[src/rtl/timer_reload_sched.sv]
// Reload-table sequencer for the 8-bit timer: loads each table entry, runs until the
// selected terminal-count flag fires, acknowledges it, then moves to the next entry.
module timer_reload_sched #(
    parameter int DEPTH       = 4,
    parameter int AW          = 2,
    parameter int LOAD_CYCLES = 2
) (
    input  logic          pclk,
    input  logic          presetn,
    input  logic          start,
    input  logic          stop,
    input  logic          periodic,
    input  logic          dw_cfg,
    input  logic [1:0]    clk_sel_cfg,
    input  logic [AW-1:0] num_ent,
    input  logic          wr_en,
    input  logic [AW-1:0] wr_addr,
    input  logic [7:0]    wr_data,
    input  logic          udf_trig,
    input  logic          ovf_trig,
    output logic [7:0]    tcr_o,
    output logic [7:0]    tdr_o,
    output logic [1:0]    trig_clr,
    output logic          busy,
    output logic          irq,
    output logic          done,
    output logic [AW-1:0] cur_idx,
    output logic [7:0]    evt_cnt
);

    localparam int LCW = (LOAD_CYCLES > 1) ? $clog2(LOAD_CYCLES) : 1;
    localparam logic [LCW-1:0] LOAD_LAST = LCW'(LOAD_CYCLES - 1);

    typedef enum logic [1:0] {
        ST_IDLE = 2'd0,
        ST_LOAD = 2'd1,
        ST_RUN  = 2'd2,
        ST_ACK  = 2'd3
    } state_t;

    // Timer control byte: [7] load, [5] dw, [4] en, [1:0] clk_sel, other bits zero.
    function automatic logic [7:0] tcr_pack(input logic load, input logic dw,
                                            input logic en, input logic [1:0] clk_sel);
        return {load, 1'b0, dw, en, 2'b00, clk_sel};
    endfunction

    state_t         state_r, state_s;
    logic [7:0]     tbl_r [DEPTH];
    logic           per_r, per_s;
    logic           dw_r, dw_s;
    logic [1:0]     clk_sel_r, clk_sel_s;
    logic [AW-1:0]  num_ent_r, num_ent_s;
    logic [LCW-1:0] load_cnt_r, load_cnt_s;

    logic [7:0]     tcr_r, tcr_s;
    logic [7:0]     tdr_r, tdr_s;
    logic [1:0]     trig_clr_r, trig_clr_s;
    logic           busy_r, busy_s;
    logic           irq_r, irq_s;
    logic           done_r, done_s;
    logic [AW-1:0]  idx_r, idx_s;
    logic [7:0]     evt_cnt_r, evt_cnt_s;
    logic           evt_s;

    assign evt_s = dw_r ? udf_trig : ovf_trig;

    // Reload table storage; writes are accepted in every state.
    always_ff @(posedge pclk or negedge presetn) begin
        if (!presetn) begin
            for (int i = 0; i < DEPTH; i++) begin
                tbl_r[i] <= 8'h00;
            end
        end else if (wr_en) begin
            tbl_r[wr_addr] <= wr_data;
        end else begin
            tbl_r <= tbl_r;
        end
    end

    // Next-state and next-output logic; outputs are registered so they track the state.
    always_comb begin
        state_s    = state_r;
        per_s      = per_r;
        dw_s       = dw_r;
        clk_sel_s  = clk_sel_r;
        num_ent_s  = num_ent_r;
        load_cnt_s = load_cnt_r;
        tcr_s      = tcr_r;
        tdr_s      = tdr_r;
        trig_clr_s = 2'b00;
        irq_s      = 1'b0;
        done_s     = 1'b0;
        idx_s      = idx_r;
        evt_cnt_s  = evt_cnt_r;

        case (state_r)
            ST_IDLE: begin
                tcr_s = 8'h00;
                if (start && !stop) begin
                    per_s      = periodic;
                    dw_s       = dw_cfg;
                    clk_sel_s  = clk_sel_cfg;
                    num_ent_s  = num_ent;
                    idx_s      = {AW{1'b0}};
                    evt_cnt_s  = 8'h00;
                    load_cnt_s = {LCW{1'b0}};
                    tdr_s      = tbl_r[0];
                    tcr_s      = tcr_pack(1'b1, dw_cfg, 1'b0, clk_sel_cfg);
                    state_s    = ST_LOAD;
                end else begin
                    state_s = ST_IDLE;
                end
            end
            ST_LOAD: begin
                tdr_s = tbl_r[idx_r];
                if (load_cnt_r == LOAD_LAST) begin
                    tcr_s   = tcr_pack(1'b0, dw_r, 1'b1, clk_sel_r);
                    state_s = ST_RUN;
                end else begin
                    load_cnt_s = load_cnt_r + LCW'(1);
                    state_s    = ST_LOAD;
                end
            end
            ST_RUN: begin
                if (evt_s) begin
                    trig_clr_s = dw_r ? 2'b10 : 2'b01;
                    irq_s      = 1'b1;
                    evt_cnt_s  = evt_cnt_r + 8'd1;
                    tcr_s      = tcr_pack(1'b0, dw_r, 1'b0, clk_sel_r);
                    state_s    = ST_ACK;
                    // Successor of ACK is decided here; done_r then steers ACK to IDLE.
                    if (idx_r != num_ent_r) begin
                        idx_s = idx_r + AW'(1);
                    end else if (per_r) begin
                        idx_s = {AW{1'b0}};
                    end else begin
                        done_s = 1'b1;
                    end
                end else begin
                    state_s = ST_RUN;
                end
            end
            ST_ACK: begin
                if (done_r) begin
                    tcr_s   = 8'h00;
                    state_s = ST_IDLE;
                end else begin
                    load_cnt_s = {LCW{1'b0}};
                    tdr_s      = tbl_r[idx_r];
                    tcr_s      = tcr_pack(1'b1, dw_r, 1'b0, clk_sel_r);
                    state_s    = ST_LOAD;
                end
            end
            default: begin
                tcr_s   = 8'h00;
                state_s = ST_IDLE;
            end
        endcase

        // Abort overrides everything, including a same-cycle event.
        if (stop && (state_r != ST_IDLE)) begin
            state_s    = ST_IDLE;
            tcr_s      = 8'h00;
            tdr_s      = tdr_r;
            trig_clr_s = 2'b11;
            irq_s      = 1'b0;
            done_s     = 1'b0;
            idx_s      = idx_r;
            evt_cnt_s  = evt_cnt_r;
            load_cnt_s = load_cnt_r;
        end else begin
            state_s = state_s;
        end

        busy_s = (state_s != ST_IDLE);
    end

    // State, latched configuration and registered outputs.
    always_ff @(posedge pclk or negedge presetn) begin
        if (!presetn) begin
            state_r    <= ST_IDLE;
            per_r      <= 1'b0;
            dw_r       <= 1'b0;
            clk_sel_r  <= 2'b00;
            num_ent_r  <= {AW{1'b0}};
            load_cnt_r <= {LCW{1'b0}};
            tcr_r      <= 8'h00;
            tdr_r      <= 8'h00;
            trig_clr_r <= 2'b00;
            busy_r     <= 1'b0;
            irq_r      <= 1'b0;
            done_r     <= 1'b0;
            idx_r      <= {AW{1'b0}};
            evt_cnt_r  <= 8'h00;
        end else begin
            state_r    <= state_s;
            per_r      <= per_s;
            dw_r       <= dw_s;
            clk_sel_r  <= clk_sel_s;
            num_ent_r  <= num_ent_s;
            load_cnt_r <= load_cnt_s;
            tcr_r      <= tcr_s;
            tdr_r      <= tdr_s;
            trig_clr_r <= trig_clr_s;
            busy_r     <= busy_s;
            irq_r      <= irq_s;
            done_r     <= done_s;
            idx_r      <= idx_s;
            evt_cnt_r  <= evt_cnt_s;
        end
    end

    assign tcr_o    = tcr_r;
    assign tdr_o    = tdr_r;
    assign trig_clr = trig_clr_r;
    assign busy     = busy_r;
    assign irq      = irq_r;
    assign done     = done_r;
    assign cur_idx  = idx_r;
    assign evt_cnt  = evt_cnt_r;

endmodule

[config.mk]
export PLATFORM = sky130hd
export DESIGN_NAME = timer_reload_sched
export DESIGN_NICKNAME = d
export VERILOG_FILES = /design/src/rtl/timer_reload_sched.sv
export SDC_FILE = /design/constraint.sdc
export NUM_CORES = 1
export LEC_CHECK = 0
export ABC_AREA = 1
export BUFFER_PORTS_ARGS = -buffer_cell sky130_fd_sc_hd__buf_4
export CORE_ASPECT_RATIO = 0.6
export CORE_MARGIN = 2
export CORE_UTILIZATION = 55
export DETAILED_ROUTE_END_ITERATION = 7
export PLACE_DENSITY = 0.88
export SYNTH_ARGS = -nofsm -noshare
export SYNTH_HDL_FRONTEND = slang
export SYNTH_SLANG_ARGS = --single-unit
[constraint.sdc]
create_clock -name pclk -period 3.5 [get_ports pclk]
set_input_delay 0.875 -clock pclk [delete_from_list [all_inputs] [get_ports pclk]]
set_output_delay 0.875 -clock pclk [all_outputs]
set_load 0.05 [all_outputs]
==> qor.yml <==
run_status:
  status: "completed"
floorplanning:
  initial_core_util: 0.579
  io_pins: 54
  die_w_um: 104
  dieArea_mm2: 0.00660
  die_h_um: 63.7
  core.rowCount: 21
  core_area_mm2: 0.00565
clock_tree:
  post_cts_buffers: 0
  insertion_delay_ns: 0.34
  clkTransAtPathRegs_ns: 0.08
  clockBufferDepth: 2
  cts_hold_repair.buffers: 0
  cts_sinks: 69
  post_cts_resized: 0
  ctsHtreeMaxLevel: 3
  root_buffer: "clkbuf_8"
  cts_tree: "yes"
  cts_buffers: 9
route:
  wl_per_cell_um: 13.6
  final_antenna_net_count: 0
  remaining_drc_errors: 0
  drt_iter0_drc: 286
  vias: 2785
  vias_per_cell: 5.22
  routed_wl_um: 7290
  dr.pass1.iters: 5
sta:
  report.final.slew_viol_count: 0
  setup_viol: 0
  setup_tns_ns: 0
  min_period_ns: 2.15
  finalHoldWorstSlack_ns: 0.453
  finalHoldViolations: 0
  fmax_mhz: 466
  max_slew_margin: 0.444
  period_share: 0.613
  rsz0062_at_grt: "no"
  worstMarginPinSlew_ns: 0.834
  fin_skew_ns: 0.00718
min_path:
  hp-start: "per_r$_DFFE_PN0P_"
  hold_path.class: "flop to flop"
power_and_ir_drop:
  powerDensity_mw_per_mm2: 719
  ir_drop_uv: 311
  power.leakage_nw: 2.02
global_routing:
  grt_pass1_wl_um: 12500
  antenna_found_initial: 0
  grt-ovfl-total: 0
  grt_pass1_vias: 2602
  grt_start_max_net_pins: 70
  track_usage: 0.243
run:
  max_cap_viol_count: 0
yosys:
  async_flop_share: 1.00
  synth-edff-count: 0
  postSynthCellCount: 400
  synth_top_area_frac: 0.528
  ys_warn_count: 0
  netlist_top_cells_area: "dfrtp_1, nand2_1, o21ai_0"
  yosysSeqAreaShare: 0.528
  synth_area_per_cell_um2: 8.17
  synth.most_common_cell: "nand2_1"
  ys_types: 31
  syn-cell-area_mm2: 0.00327
  synthTopCellsByCount: "nand2_1, dfrtp_1, o21ai_0"
  synth.largest_area_cell: "dfrtp_1"
  synthFlopType: "dfrtp_1"
  synth-seq-cells: 69
finish:
  drive_above_1_share: 0.189
  nets: 473
  fillCellCount: 439
  stdcell_count: 534
  synthToLayoutAreaGrowth_pct: 19.5
  num_antenna_cells: 0
worst_setup_path:
  crit_type: "flop to primary output"
  startpoint: "cur_idx[1]$_DFFE_PN0P_"
  critical_path.slowest_cell: "dfrtp_1"
  cp.arrival_ns: 1.27
  worst-path-max-fanout: 14
  cpPeakStageDelay_ns: 0.64
  crit_family: "flip-flops"
  critPathBufInv: 1
  endpoint_kind: "primary output"
  worstPathRequired_ns: 2.62
  r2r_slack_ns: 1.74
  critPathLaunchType: "flop"
  r2r_start: "cur_idx[0]$_DFFE_PN0P_"
  crit_chain: "buf_4"
placement:
  place_inst: 518
  gp_congestion: 0.878
  numPortBuffers: 50
  dp_hpwl_um: 5240
## final timing paths
kind / to / depth (start not counted)
max: cur_idx[1] / 1
min: done$_DFF_PN0_ / 1
max reg2reg: tdr_o[6]$_DFFE_PN0P_ / 6
min reg2reg: done$_DFF_PN0_ / 1
max in group asynchronous: tdr_o[4]$_DFFE_PN0P_ / 1
min in group asynchronous: tbl_r[19]$_DFFE_PN0P_ / 1
## state kept, by name, summed over array words and instances, names as in the netlist
| signal | flops |
|---|---|
| num_ent_r | 2 |
| trig_clr | 2 |
| dw_r | 1 |
| tdr_o | 8 |
| clk_sel_r | 2 |
| load_cnt_r | 1 |
| evt_cnt | 8 |
| tcr_o | 5 |
| tbl_r | 32 |
| state_r | 2 |
| done | 1 |
| per_r | 1 |
| cur_idx | 2 |
| busy | 1 |
| irq | 1 |
## stage by stage
step / power [mW] / utilization / cell area, um^2 / worst slack [ns]
floorplan: 1.77 / - / 3280 / 1.84
global placement: 2.01 / 0.649 / 3670 / 1.62
detailed placement: 2.04 / 0.649 / 3670 / 1.60
CTS: 2.82 / 0.692 / 3910 / 1.36
global route: 2.97 / 0.692 / 3910 / 1.30
finish: 2.81 / 0.692 / 3910 / 1.35
## kinds of logic (layout without fill, tap and decap cells)
group	after synthesis	after routing	synth area share
xor+xnor	3	3	0.00804
flops	69	69	0.528
compound gates	65	65	0.108
fa+ha+maj	1	1	0.00383
simple gates	207	207	0.278
mux	1	1	0.00306
other cells	1	3	0.00115
buf+inv	53	105	0.0704
## power by group
part / switching (mW) / leakage (nW) / internal, mW / total [mW]
clock: 0.299 / 0.116 / 0.473 / 0.772
sequential: 0.144 / 0.887 / 0.973 / 1.12
combinational: 0.653 / 1.01 / 0.268 / 0.921
total: 1.10 / 2.02 / 1.71 / 2.81
## layer usage
layer	part of all wire	global-route usage
met2	0.41	0.326
met5	0	0
met1	0.47	0.359
met4	0.0082	0.0659
met3	0.11	0.101
## cells in the final DEF (no fill, tap or decap), types with 3 or more instances in the layout
cell	Yosys	routed
conb_1	1	3
nand3_1	26	26
clkbuf_8	0	9
inv_2	4	4
dfrtp_1	69	69
nand2_4	4	4
a21oi_1	7	7
nand2_1	154	154
nor2_1	12	12
o21ai_1	8	8
inv_1	35	35
buf_4	4	50
bufinv_16	0	3
o21ai_0	45	45
## cell type report
cell class              instances  area, um^2  share of cell area
multi-input cells             280        1320               0.338
inverters                      39         146              0.0375
repair buffers                 50         375              0.0961
clock inverters                 6         111              0.0285
flip-flops and latches         69        1730               0.442
clock buffers                  10         128              0.0327
well taps                      80         100              0.0256
Power figures use the tool's default switching activity.
